[config.mk]
export PLATFORM = sky130hd
export DESIGN_NAME = instr_fetch
export DESIGN_NICKNAME = d
export VERILOG_FILES = /design/src/rtl/instr_fetch.sv
export SDC_FILE = /design/constraint.sdc
export NUM_CORES = 1
export LEC_CHECK = 0
export CORE_ASPECT_RATIO = 0.8
export CORE_UTILIZATION = 25
export DETAILED_ROUTE_END_ITERATION = 8
export GPL_TIMING_DRIVEN = 0
export HOLD_SLACK_MARGIN = 0.02
export REMOVE_ABC_BUFFERS = 1
export SYNTH_ARGS = -nofsm -noshare
export SYNTH_HDL_FRONTEND = slang
export SYNTH_SLANG_ARGS = --single-unit
[constraint.sdc]
create_clock -name IF_clk -period 1.65 [get_ports IF_clk]
set_input_delay 0.2475 -clock IF_clk [delete_from_list [all_inputs] [get_ports IF_clk]]
set_output_delay 0.2475 -clock IF_clk [all_outputs]
set_load 0.01 [all_outputs]
[src/rtl/instr_fetch.sv]
// ============================================================================
// instr_fetch
// ----------------------------------------------------------------------------
// Instruction fetch stage feeding the 8-bit instruction register. It owns the
// program counter, reads program memory over a req/ack handshake and drives
// the IR load bus (data plus a one-cycle write enable). It also supports
// downstream stall, branch redirect and halt.
//
// Ports
//   IF_clk, IF_rst_n    clock (rising edge) and asynchronous active-low reset
//   IF_stall            downstream not ready: hold delivery, issue no request
//   IF_halt             level request to stop fetching after current fetch
//   IF_branch_en/addr   one-cycle redirect strobe and its target
//   IF_mem_req/addr     read request (held until ack) and stable address
//   IF_mem_rdata/ack    read data, valid in the ack cycle
//   IF_ir_data/we       instruction and one-cycle IR write enable
//   IF_pc               address of the next instruction to request
//   IF_halted           high while in HALT
//   IF_fault            sticky ack-timeout flag
//
// Build option
//   IF_TIMEOUT_EN  when defined, a WAIT that lasts TIMEOUT cycles without ack
//                  sets IF_fault, drops the request and parks in HALT until
//                  reset. When undefined, WAIT lasts indefinitely and
//                  IF_fault is tied low.
// ============================================================================
module instr_fetch #(
    parameter int unsigned       ADDR_W   = 32'd8,
    parameter int unsigned       DATA_W   = 32'd8,
    parameter logic [ADDR_W-1:0] RESET_PC = {ADDR_W{1'b0}},
    parameter int unsigned       TIMEOUT  = 32'd15
) (
    input  logic              IF_clk,
    input  logic              IF_rst_n,
    input  logic              IF_stall,
    input  logic              IF_halt,
    input  logic              IF_branch_en,
    input  logic [ADDR_W-1:0] IF_branch_addr,
    output logic              IF_mem_req,
    output logic [ADDR_W-1:0] IF_mem_addr,
    input  logic [DATA_W-1:0] IF_mem_rdata,
    input  logic              IF_mem_ack,
    output logic [DATA_W-1:0] IF_ir_data,
    output logic              IF_ir_we,
    output logic [ADDR_W-1:0] IF_pc,
    output logic              IF_halted,
    output logic              IF_fault
);

    typedef enum logic [1:0] {
        S_REQ  = 2'd0,
        S_WAIT = 2'd1,
        S_HOLD = 2'd2,
        S_HALT = 2'd3
    } state_e;

    localparam logic [ADDR_W-1:0] PC_ONE = {{(ADDR_W-1){1'b0}}, 1'b1};

    state_e            state_q,   state_d;
    logic [ADDR_W-1:0] pc_q,      pc_d;
    logic              req_q,     req_d;
    logic [ADDR_W-1:0] addr_q,    addr_d;
    logic [DATA_W-1:0] ir_data_q, ir_data_d;
    logic              ir_we_q,   ir_we_d;
    logic              halted_q,  halted_d;
    logic [DATA_W-1:0] hold_q,    hold_d;
    // Set when a branch lands while a read is outstanding: the returning
    // data belongs to the abandoned path and must not reach the IR.
    logic              discard_q, discard_d;
    logic              fault_s;

`ifdef IF_TIMEOUT_EN
    localparam int unsigned     CNT_W    = $clog2(TIMEOUT + 32'd1);
    localparam logic [CNT_W-1:0] CNT_ZERO = {CNT_W{1'b0}};
    localparam logic [CNT_W-1:0] CNT_ONE  = {{(CNT_W-1){1'b0}}, 1'b1};
    localparam logic [CNT_W-1:0] CNT_LAST = CNT_W'(TIMEOUT - 32'd1);

    logic [CNT_W-1:0] cnt_q, cnt_d;
    logic             fault_q, fault_d;

    assign fault_s = fault_q;
`else
    logic unused_timeout_s;

    assign unused_timeout_s = (TIMEOUT == 32'd0);
    assign fault_s          = 1'b0;
`endif

    // Next-state and next-output logic for the fetch FSM.
    always_comb begin
        state_d   = state_q;
        pc_d      = pc_q;
        req_d     = req_q;
        addr_d    = addr_q;
        ir_data_d = ir_data_q;
        ir_we_d   = 1'b0;
        halted_d  = halted_q;
        hold_d    = hold_q;
        discard_d = discard_q;
`ifdef IF_TIMEOUT_EN
        cnt_d     = CNT_ZERO;
        fault_d   = fault_q;
`endif
        case (state_q)
            S_REQ: begin
                req_d = 1'b0;
                if (IF_branch_en) begin
                    pc_d = IF_branch_addr;
                end else begin
                    pc_d = pc_q;
                end
                if (IF_halt) begin
                    state_d  = S_HALT;
                    halted_d = 1'b1;
                end else if (!IF_stall) begin
                    // A redirect arriving with the issue goes straight out.
                    req_d     = 1'b1;
                    addr_d    = IF_branch_en ? IF_branch_addr : pc_q;
                    discard_d = 1'b0;
                    state_d   = S_WAIT;
                end else begin
                    state_d = S_REQ;
                end
            end

            S_WAIT: begin
                if (IF_mem_ack) begin
                    req_d     = 1'b0;
                    discard_d = 1'b0;
                    state_d   = S_REQ;
                    if (IF_branch_en) begin
                        // Branch beats the increment; data dropped.
                        pc_d = IF_branch_addr;
                    end else if (discard_q) begin
                        // PC already redirected earlier; data dropped.
                        pc_d = pc_q;
                    end else begin
                        pc_d = pc_q + PC_ONE;
                        if (!IF_stall) begin
                            ir_data_d = IF_mem_rdata;
                            ir_we_d   = 1'b1;
                        end else begin
                            hold_d  = IF_mem_rdata;
                            state_d = S_HOLD;
                        end
                    end
                end else begin
                    if (IF_branch_en) begin
                        pc_d      = IF_branch_addr;
                        discard_d = 1'b1;
                    end else begin
                        pc_d = pc_q;
                    end
`ifdef IF_TIMEOUT_EN
                    if (cnt_q == CNT_LAST) begin
                        fault_d  = 1'b1;
                        req_d    = 1'b0;
                        halted_d = 1'b1;
                        state_d  = S_HALT;
                    end else begin
                        cnt_d = cnt_q + CNT_ONE;
                    end
`endif
                end
            end

            S_HOLD: begin
                if (IF_branch_en) begin
                    pc_d    = IF_branch_addr;
                    state_d = S_REQ;
                end else if (!IF_stall) begin
                    ir_data_d = hold_q;
                    ir_we_d   = 1'b1;
                    state_d   = S_REQ;
                end else begin
                    state_d = S_HOLD;
                end
            end

            S_HALT: begin
                req_d    = 1'b0;
                halted_d = 1'b1;
                if (IF_branch_en) begin
                    pc_d = IF_branch_addr;
                end else begin
                    pc_d = pc_q;
                end
                // A timeout fault pins the stage here until reset.
                if (!IF_halt && !fault_s) begin
                    halted_d = 1'b0;
                    state_d  = S_REQ;
                end else begin
                    state_d = S_HALT;
                end
            end

            default: begin
                state_d   = S_REQ;
                req_d     = 1'b0;
                halted_d  = 1'b0;
                discard_d = 1'b0;
            end
        endcase
    end

    // State and output registers.
    always_ff @(posedge IF_clk or negedge IF_rst_n) begin
        if (!IF_rst_n) begin
            state_q   <= S_REQ;
            pc_q      <= RESET_PC;
            req_q     <= 1'b0;
            addr_q    <= RESET_PC;
            ir_data_q <= {DATA_W{1'b0}};
            ir_we_q   <= 1'b0;
            halted_q  <= 1'b0;
            hold_q    <= {DATA_W{1'b0}};
            discard_q <= 1'b0;
        end else begin
            state_q   <= state_d;
            pc_q      <= pc_d;
            req_q     <= req_d;
            addr_q    <= addr_d;
            ir_data_q <= ir_data_d;
            ir_we_q   <= ir_we_d;
            halted_q  <= halted_d;
            hold_q    <= hold_d;
            discard_q <= discard_d;
        end
    end

`ifdef IF_TIMEOUT_EN
    // Ack-timeout counter and sticky fault flag.
    always_ff @(posedge IF_clk or negedge IF_rst_n) begin
        if (!IF_rst_n) begin
            cnt_q   <= CNT_ZERO;
            fault_q <= 1'b0;
        end else begin
            cnt_q   <= cnt_d;
            fault_q <= fault_d;
        end
    end
`endif

    assign IF_mem_req  = req_q;
    assign IF_mem_addr = addr_q;
    assign IF_ir_data  = ir_data_q;
    assign IF_ir_we    = ir_we_q;
    assign IF_pc       = pc_q;
    assign IF_halted   = halted_q;
    assign IF_fault    = fault_s;

endmodule
==> metrics.cfg <==
[sta]
finClkSkew_ps = 3.79
fmax_mhz = 609
setup_viol = 0
setup_tns_ps = 0
slew_headroom_pct = 64.7
rsz0062_at_grt = true
hold_viol = 0
period_needed_ps = 1640
worst_slew_pin_slew_ps = 529
drv_slew = 0
finalCritPeriodShare_pct = 99.6

[route]
drt_wl_total_um = 4240
drc = 0
ant_nets = 0
routed_via_density = 4.38
vias = 1470
drt_iter0_drc = 39
dr.pass1.iters = 4
wire_per_inst_um = 12.6

[worst_setup_path]
cp_cell_sequence = clkdlybuf4s50_1 > nand2b_1 > nor3_4 > buf_12 > mux2_2
critPathBufInv = 2
rrSetupSlack_ps = 70
critPathMaxFanout = 8
r2r_cells = 6
max_stage_delay_ps = 720
worstPathRequired_ps = 1820
worst_setup_path_start_kind = input port
reg2reg_from = state_q[1]
arrival_ps = 1820
r2r_end = hold_q[3]
cpMaxStageDelayCell = clkdlybuf4s50_1
crit_family = buffers and inverters
worstSetupEndpointType = flip-flop
path_class = input port to flip-flop

[cts]
numCtsBuffers = 5
h-tree-depth = 2
tritoncts = built
clkLatencyLatePin_ps = 290
clock_path_buffers = 2
cts_sinks = 38
clkSlewWorstSetupHoldPaths_ps = 70
cts-root-buf = clkbuf_8

[synthesis]
synthMuxAreaShare_pct = 15.2
ys_seq_elements = 38
synth_area_um2 = 1980
synth-adder-area-share_pct = 4.42
synthArstFlopShare_pct = 100
synth_ff_type = dfrtp_1
synth_cell_types = 36
synth_edf_count = 0
yosysTopAreaCellShare_pct = 47.9
synth_cells = 175
synth_compound_area_share_pct = 9.97
yosys.area.top_type = dfrtp_1
synth-warning-count = 0
synth_area_leaders = dfrtp_1 48%, mux2_2 14%, ha_1 4.4%
ys_seq_area_share_pct = 47.9
synth_top_family_by_area = simple AND/OR/NAND/NOR gates
synthSimpleGateAreaFrac_pct = 15.8
yosys.area_share.xor_xnor_pct = 2.65
synth_area_per_cell_um2 = 11.3

[power]
power_uw = 4470
peakVddDrop_mv = 0.418
p_leak_uw = 0.00112
power_density_nw_per_um2 = 1580

[floorplan]
start_util_pct = 26.3
die_w_um = 102
io_pins = 50
num_rows = 28
die_h_um = 81.7
core_area_um2 = 7530
dieArea_um2 = 8290

[run]
drv_cap = 0

[final_layout]
multi_input_area_um2 = 1020
layout_common_cells = 45 x clkdlybuf4s50_1, 34 x dfrtp_1, 25 x mux2_2
nFillCells = 769
drive_above_1_share_pct = 27.3
ff_latch_area_um2 = 956
areaGrowthSynthToFinish_pct = 42.4
final_common_cell = clkdlybuf4s50_1
nets = 259
utilization_pct = 37.5
diodes = 0

[grt]
grt_use_total_pct = 11.5
overflow = 0
grt_pass1_wl_um = 7260
antenna_found_initial = 0
grt_pass1_vias = 1452
grt_max_degree = 35

[placement]
place.gp.congestion = 0.744
hpwl_um = 2990
port_buffers = 48

[min_path]
hold_class = input port to asynchronous set/reset pin

[outcome]
outcome = complete, no violations

[cells in the mapped netlist, types with 3 or more instances]
master,n
mux2_2,25
o21ai_0,13
nand2_1,10
a31oi_1,8
inv_1,8
buf_2,4
nor2_1,10
ha_1,7
dfrtp_1,38
nand3_1,3
a21oi_1,6
xnor2_1,5
nand2b_1,9
[timing repair]
action,4_1_cts,5_1_grt
pin swaps,3,1
endpoints found under the hold margin,38,0
gates cloned,0,0
resized for setup,14,10
hold buffers,1,0
endpoints found under the setup margin,33,20
setup buffers,6,0
[routing by layer]
| metal | global-route usage (%) | share of wire (%) |
|---|---|---|
| met1 | 15.9 | 51 |
| met2 | 16.9 | 44 |
| met3 | 3.57 | 4.0 |
| met4 | 4.35 | 1.4 |
| met5 | 0 | 0 |
[registers in the layout, indices dropped and copies added, names as in the netlist]
name	count
IF_ir_data	8
IF_mem_addr	8
IF_pc	8
hold_q	8
state_q	2
IF_halted	1
IF_ir_we	1
IF_mem_req	1
discard_q	1
[metrics by stage]
stage	area [um^2]	setup slack [ps]	instances	hold WS, ps
2_1_floorplan	1940	-236	167	-48.1
3_3_place_gp	2550	-791	320	484
3_5_place_dp	2560	-795	321	84.9
4_1_cts	2810	7.34	336	302
5_1_grt	2820	-31.7	336	313
6_report	2820	7.03	336	312
[power breakdown]
group          switching, uW  internal, uW  leakage [uW]
Sequential               229          1320      0.000452
Combinational            947          1320      0.000616
Clock                    317           337     0.0000482
[cell families after synthesis]
| family | after synthesis |
|---|---|
| xor+xnor | 6 |
| mux | 27 |
| other cells | 1 |
| fa+ha+maj | 7 |
| compound gates | 33 |
| simple gates | 47 |
| buf+inv | 16 |
| flops | 38 |
[how the worst max path moves through the flow]
stage / start / endpoint / slack (ps) / cells after the start
global route: IF_stall / hold_q[3] / -30 / 5
finish: IF_stall / hold_q[3] / 7 / 5
detailed placement: IF_branch_en / hold_q[1] / -800 / 4
floorplan: state_q[1] / IF_pc[6] / -240 / 6
global placement: IF_branch_en / hold_q[5] / -790 / 4
CTS: state_q[0] / IF_ir_data[4] / 7 / 5
[final cells by class]
class                   instances  share of cell area [%]
clock inverters                 1                   0.177
repair buffers                 56                    21.2
flip-flops and latches         38                    33.9
well taps                     105                    4.65
inverters                       8                    1.06
multi-input cells             121                    36.0
clock buffers                   7                    3.06
Power figures use the tool's default switching activity.
